[src/rtl/regfiletmp_pkg.sv]
// Shared types and constants for the speculative temporary register file controller.
package regfiletmp_pkg;

    localparam int unsigned DEPTH = 32;
    localparam int unsigned AW    = 5;
    localparam int unsigned DW    = 32;
    localparam int unsigned CW    = AW + 1;
    localparam int unsigned EW    = 73;

    // Bit offsets of the fields read back from the head entry
    localparam int unsigned F_VALID    = 0;
    localparam int unsigned F_SVALID   = 1;
    localparam int unsigned F_SDATA_LO = 2;
    localparam int unsigned F_TYPE_LO  = 34;
    localparam int unsigned F_PC_LO    = 36;
    localparam int unsigned F_RD_LO    = 68;

    typedef enum logic [1:0] {
        IT_ALU    = 2'd0,
        IT_LOAD   = 2'd1,
        IT_STORE  = 2'd2,
        IT_BRANCH = 2'd3
    } inst_type_e;

    typedef enum logic {
        ST_RUN   = 1'b0,
        ST_SCRUB = 1'b1
    } fsm_e;

    typedef struct packed {
        logic [AW-1:0] rd;
        logic [DW-1:0] pc;
        logic [1:0]    itype;
        logic [DW-1:0] spec_data;
        logic          spec_valid;
        logic          valid;
    } entry_t;

endpackage

[src/rtl/regfiletmp_ctrl_rr_arb2.sv]
// Two-requester round-robin arbiter; the last winner loses the next tie.
module rr_arb2 (
    input  logic       clock,
    input  logic       reset,
    input  logic [1:0] req_i,
    input  logic       advance_i,
    output logic [1:0] gnt_c_o
);

    logic last_q;

    always_comb begin
        gnt_c_o = req_i;
        if (req_i == 2'b11) begin
            gnt_c_o = last_q ? 2'b01 : 2'b10;
        end
    end

    // Only a grant that is actually consumed moves the priority pointer
    always_ff @(posedge clock or posedge reset) begin
        if (reset) begin
            last_q <= 1'b0;
        end else if (advance_i && (req_i != 2'b00)) begin
            last_q <= gnt_c_o[1];
        end
    end

endmodule

[src/rtl/regfiletmp_ctrl.sv]
// Write-port / head-port controller for the 32-entry speculative temp register file:
// circular allocation, arbitrated writeback, in-order retire and post-flush scrub.
module regfiletmp_ctrl
    import regfiletmp_pkg::*;
(
    input  logic          clock,
    input  logic          reset,
    input  logic          flush,
    input  logic          disp_valid,
    output logic          disp_ready,
    input  logic [AW-1:0] disp_rd,
    input  logic [DW-1:0] disp_pc,
    input  logic [1:0]    disp_type,
    output logic [AW-1:0] disp_tag,
    input  logic          wb0_valid,
    input  logic [AW-1:0] wb0_tag,
    input  logic [DW-1:0] wb0_data,
    output logic          wb0_ready,
    input  logic          wb1_valid,
    input  logic [AW-1:0] wb1_tag,
    input  logic [DW-1:0] wb1_data,
    output logic          wb1_ready,
    output logic [EW-1:0] rf_data_in,
    output logic [AW-1:0] rf_waddr,
    output logic          rf_new_entry,
    output logic          rf_update_entry,
    output logic [AW-1:0] rf_rd_addr,
    input  logic [EW-1:0] rf_rd_data,
    output logic          cm_valid,
    output logic [AW-1:0] cm_rd,
    output logic [DW-1:0] cm_data,
    output logic [DW-1:0] cm_pc,
    input  logic          cm_ready,
    output logic [CW-1:0] count
);

    fsm_e          fsm_q, fsm_d;
    logic [AW-1:0] head_q, head_d;
    logic [AW-1:0] tail_q, tail_d;
    logic [AW-1:0] scrub_q, scrub_d;
    logic [CW-1:0] count_q, count_d;
    logic [1:0]    wb_req;
    logic [1:0]    wb_gnt;
    logic          arb_adv;
    logic          disp_fire;
    logic          ret_fire;
    entry_t        wr_e;
    logic          unused_head_type;

    assign wb_req  = {wb1_valid, wb0_valid};
    assign arb_adv = (fsm_q == ST_RUN) && !flush;

    rr_arb2 u_arb (
        .clock     (clock),
        .reset     (reset),
        .req_i     (wb_req),
        .advance_i (arb_adv),
        .gnt_c_o   (wb_gnt)
    );

    assign disp_tag         = tail_q;
    assign rf_rd_addr       = head_q;
    assign count            = count_q;
    assign rf_data_in       = wr_e;
    assign cm_rd            = rf_rd_data[F_RD_LO +: AW];
    assign cm_pc            = rf_rd_data[F_PC_LO +: DW];
    assign cm_data          = rf_rd_data[F_SDATA_LO +: DW];
    assign unused_head_type = ^rf_rd_data[F_TYPE_LO +: 2];

    always_comb begin
        fsm_d           = fsm_q;
        head_d          = head_q;
        tail_d          = tail_q;
        scrub_d         = scrub_q;
        count_d         = count_q;
        wr_e            = '0;
        rf_waddr        = '0;
        rf_new_entry    = 1'b0;
        rf_update_entry = 1'b0;
        disp_ready      = 1'b0;
        cm_valid        = 1'b0;
        wb0_ready       = 1'b0;
        wb1_ready       = 1'b0;
        disp_fire       = 1'b0;
        ret_fire        = 1'b0;

        case (fsm_q)
            ST_RUN: begin
                disp_ready = (count_q < CW'(DEPTH)) && !wb0_valid && !wb1_valid && !flush;
                cm_valid   = (count_q != '0) && rf_rd_data[F_VALID] && rf_rd_data[F_SVALID] && !flush;
                // Writeback owns the port whenever one is pending
                if (!flush && (wb_req != 2'b00)) begin
                    rf_update_entry = 1'b1;
                    wr_e.spec_valid = 1'b1;
                    wb0_ready       = wb_gnt[0];
                    wb1_ready       = wb_gnt[1];
                    if (wb_gnt[1]) begin
                        rf_waddr       = wb1_tag;
                        wr_e.spec_data = wb1_data;
                    end else begin
                        rf_waddr       = wb0_tag;
                        wr_e.spec_data = wb0_data;
                    end
                end else if (disp_valid && disp_ready) begin
                    disp_fire    = 1'b1;
                    rf_new_entry = 1'b1;
                    rf_waddr     = tail_q;
                    wr_e.rd      = disp_rd;
                    wr_e.pc      = disp_pc;
                    wr_e.itype   = disp_type;
                    wr_e.valid   = 1'b1;
                    tail_d       = tail_q + AW'(1);
                end
                if (cm_valid && cm_ready) begin
                    ret_fire = 1'b1;
                    head_d   = head_q + AW'(1);
                end
                case ({disp_fire, ret_fire})
                    2'b10:   count_d = count_q + CW'(1);
                    2'b01:   count_d = count_q - CW'(1);
                    default: count_d = count_q;
                endcase
            end
            ST_SCRUB: begin
                // Writebacks are acknowledged but discarded while the file is wiped
                rf_new_entry = 1'b1;
                rf_waddr     = scrub_q;
                wb0_ready    = 1'b1;
                wb1_ready    = 1'b1;
                scrub_d      = scrub_q + AW'(1);
                if (scrub_q == AW'(DEPTH - 1)) begin
                    fsm_d = ST_RUN;
                end
            end
            default: fsm_d = ST_RUN;
        endcase

        if (flush) begin
            fsm_d   = ST_SCRUB;
            scrub_d = '0;
            head_d  = '0;
            tail_d  = '0;
            count_d = '0;
        end
    end

    always_ff @(posedge clock or posedge reset) begin
        if (reset) begin
            fsm_q   <= ST_RUN;
            head_q  <= '0;
            tail_q  <= '0;
            scrub_q <= '0;
            count_q <= '0;
        end else begin
            fsm_q   <= fsm_d;
            head_q  <= head_d;
            tail_q  <= tail_d;
            scrub_q <= scrub_d;
            count_q <= count_d;
        end
    end

endmodule

[config.mk]
export PLATFORM = sky130hd
export DESIGN_NAME = regfiletmp_ctrl
export DESIGN_NICKNAME = d
export VERILOG_FILES = /design/src/rtl/regfiletmp_pkg.sv /design/src/rtl/regfiletmp_ctrl_rr_arb2.sv /design/src/rtl/regfiletmp_ctrl.sv
export SDC_FILE = /design/constraint.sdc
export NUM_CORES = 1
export LEC_CHECK = 0
export CAP_MARGIN = 20
export CORE_AREA = 10 10 132 134
export DETAILED_ROUTE_END_ITERATION = 12
export DIE_AREA = 0 0 142 144
export PLACE_DENSITY = 0.73
export SYNTH_ARGS = -nofsm -noshare
export SYNTH_HDL_FRONTEND = slang
export SYNTH_SLANG_ARGS = --single-unit
[constraint.sdc]
create_clock -name clock -period 2.25 [get_ports clock]
set_input_delay 0.225 -clock clock [delete_from_list [all_inputs] [get_ports clock]]
set_output_delay 0.225 -clock clock [all_outputs]
set_load 0.005 [all_outputs]
==> impl_metrics.tcl <==
set metrics [dict create \
    dr.max_layer_used "met5" \
    p_clk_frac 0.317 \
    p_int_uw 930 \
    clock_skew_ns 0.00227 \
    rsz0062_at_grt "true" \
    maxSlewViolCount 0 \
    cp.arrival_ns 2.33 \
    r2r-end "count[4]$_DFFE_PP0P_" \
    post_synth_num_cell_types 42 \
    drive_gt1_frac 0.123 \
    place.gp.congestion 0.841 \
    instances_no_fill 775 \
    slowest_delay_ns 0.46 \
    worst-r2r-cell-count 11 \
    die_h_um 144 \
    clock_path_buffers 2 \
    end_kind "flop" \
    yosys_warnings 0 \
    clk_pin_slew_ns 0.06 \
    start_kind "flop" \
    hp-class "in2async" \
    yosys_register_bits 23 \
    clk-insertion-delay-late_ns 0.25 \
    p_switching_uw 295 \
    grt.total_usage 0.119 \
    max_cap_violations 0 \
    antenna_found_initial 2 \
    p_comb_frac 0.336 \
    drc 0 \
    clock-sinks 23 \
    via_per_inst 4.26 \
    numPortBuffers 221 \
    start_util 0.187 \
    yosysTopAreaCell "dfrtp_1" \
    setup_viol 0 \
    grt_overflow 0 \
    synth_area_per_cell_um2 6.89 \
    final_nets 787 \
    area_growth_pct 89.3 \
    die-area_um2 20400 \
    r2r-start "count[5]$_DFFE_PP0P_" \
    fillerInstances 1556 \
    final_hold_viol_count 0 \
    drtPass1Iterations 4 \
    grt_max_degree 44 \
    postSynthCellCount 404 \
    max_slew_margin 0.582 \
    critPathKind "reg2reg" \
    route.vias.total 3300 \
    min_period_ns 2.20 \
    power.density_nw_per_um2 233 \
    cts_hold_buf 0 \
    cpMostUsedCell "xnor2_1" \
    cts_buffers 3 \
    outcome "complete, no violations" \
    post-route-period-util 0.977 \
    synthFlopType "dfrtp_1" \
    synth_edf_count 0 \
    htreeDepth 1 \
    wl_met3_um 1320 \
    postSynthNetCount 604 \
    cts_root_buffer "clkbuf_16" \
    leakage_nw 2.62 \
    drt_iter0_drc 99 \
    first_global_vias 3600 \
    rrSetupSlack_ns 0.05 \
    async_reset_ff_frac 1.00 \
    ys_top_cells_by_area "dfrtp_1 (21%), buf_4 (19%), nand2_1 (12%)" \
    worst_slew_pin_slew_ns 0.626 \
    syn_area_um2 2780 \
    critPathMaxFanout 4 \
    synth_top_area_frac 0.207 \
    io_pins 362 \
    grt_first_pass_wirelength_um 19900 \
    setup_tns_ns 0 \
    netSwitchingFraction 0.241 \
    tritoncts "built" \
    routedWlPerCell_um 16.7 \
    cp_slowest_cell "dfrtp_2" \
    placedCellCount 763 \
    rows 45 \
    met1Wirelength_um 4770 \
    worst_ep_required_time_ns 2.39 \
    dp_hpwl_um 10600 \
    wl_met2_um 6600 \
    crit_chain "nor4b_4 -> buf_4 -> nor2_2 -> nand2_2 -> xnor2_1 -> ha_1 -> nor2_1 -> nand3b_1 -> a221oi_2 -> xnor2_1 -> o21ai_1" \
    seq_area_frac_synth 0.207 \
    postRouteAntennaNets 0 \
    fmax_mhz 455 \
    die_w_um 142 \
    fp.coreArea_um2 14900 \
    postRouteWirelength_um 12900 \
    max-vdd-ir-drop_v 0.000235 \
    seqPwrFrac 0.346 \
]
## Yosys cell counts, types with 2 or more instances
master    count
and2_1        2
nand2_1      91
nand4_1       5
xor2_1        6
a21oi_1      38
a221oi_1      5
ha_1          7
and3_1       40
mux2i_1       5
nor2_1       24
nand2b_1      2
clkbuf_1     21
or4_1         2
o21ai_0       9
buf_4        70
nand3_1       4
o21ai_1       3
inv_1        13
xnor2_1      10
dfrtp_1      23
buf_1         3
## through the flow
step | instance area (µm²) | worst slack (ns) | util | power [mW] | hold WS, ns
6_report | 5270 | 0.0528 | 0.354 | 1.23 | 0.347
5_1_grt | 5270 | -0.125 | 0.354 | 1.30 | 0.428
4_1_cts | 5160 | 0.00387 | 0.347 | 1.24 | 0.384
3_5_place_dp | 5040 | -0.226 | 0.339 | 0.838 | 0.450
3_3_place_gp | 5040 | -0.189 | 0.339 | 0.834 | 0.450
2_1_floorplan | 2790 | 0.0254 | - | 0.631 | 0.227
## critical path: cells and delay by family, from the launching register on
family | cells | cell delay (ns)
XOR/XNOR | 2 | 0.29
AND/OR/NAND/NOR | 5 | 0.60
adder cells (fa/ha/maj) | 1 | 0.18
buffers and inverters | 1 | 0.17
flip-flops | 1 | 0.46
AO/OA/AOI/OAI | 2 | 0.39
## how the worst max path moves through the flow
stage                    startpoint                    to  slack, ns  depth (start not counted)
2_1_floorplan  count[5]$_DFFE_PP0P_  count[5]$_DFFE_PP0P_       0.03                          9
3_3_place_gp              wb1_valid  count[4]$_DFFE_PP0P_      -0.19                         11
3_5_place_dp              wb1_valid  count[4]$_DFFE_PP0P_      -0.23                         11
4_1_cts        count[5]$_DFFE_PP0P_           rf_waddr[2]      0.004                          7
5_1_grt        count[5]$_DFFE_PP0P_  count[4]$_DFFE_PP0P_      -0.12                         11
6_report       count[5]$_DFFE_PP0P_  count[4]$_DFFE_PP0P_       0.05                         11
## layer usage
layer	GRT usage	vias up
li1	-	1643
met1	0.126	1487
met2	0.209	142
met3	0.0531	26
met4	0.0350	2
met5	0	-
## layout by cell type (no fill, tap or decap), types with 8 or more instances in the layout
cell and n:
inv_1 13, and3_1 40, dfrtp_1 22, nand2_1 91, buf_4 41, clkdlybuf4s50_1 200, xnor2_1 10, a21oi_1 38
buf_12 9, o21ai_0 8, nor2_1 22, dlymetal6s2s_1 17
## registers in the layout, summed over array words and instances, names as in the netlist
| register | count |
|---|---|
| scrub_q | 5 |
| rf_rd_addr | 5 |
| count | 6 |
| u_arb.last_q | 1 |
| fsm_q | 1 |
| disp_tag | 5 |
## power by group through the flow
stage | Clock (mW) | Combinational [mW] | Sequential (mW)
2_1_floorplan | 0 | 0.200 | 0.431
3_3_place_gp | 0 | 0.402 | 0.432
3_5_place_dp | 0 | 0.406 | 0.432
4_1_cts | 0.402 | 0.412 | 0.424
5_1_grt | 0.424 | 0.451 | 0.425
6_report | 0.389 | 0.412 | 0.424
## kinds of logic (layout without fill, tap and decap cells)
group	Yosys count	in the layout	share of synthesized area
fa+ha+maj	7	7	0.0315
compound gates	66	66	0.142
mux	5	5	0.0180
xor+xnor	16	16	0.0504
other cells	0	1	0
buf+inv	107	289	0.239
simple gates	180	180	0.313
flops	23	23	0.207
## repair_timing
action                                  in CTS  in global routing
pin swaps                                    1                  1
gates resized for setup                      9                 25
gates cloned                                 1                  0
endpoints found under the setup margin      78                 62
buffers inserted                             3                  3
endpoints found under the hold margin        0                  0
## cell type report
class | count | area (µm²) | share of cell area
clock buffers | 3 | 75.1 | 0.0143
diodes | 1 | 2.50 | 0.000475
inverters | 13 | 48.8 | 0.00927
flip-flops and latches | 23 | 577 | 0.110
multi-input cells | 274 | 1570 | 0.299
well taps | 188 | 235 | 0.0447
clock inverters | 1 | 5.00 | 0.000950
repair buffers | 272 | 2750 | 0.522
(Power assumes the default switching activity.)
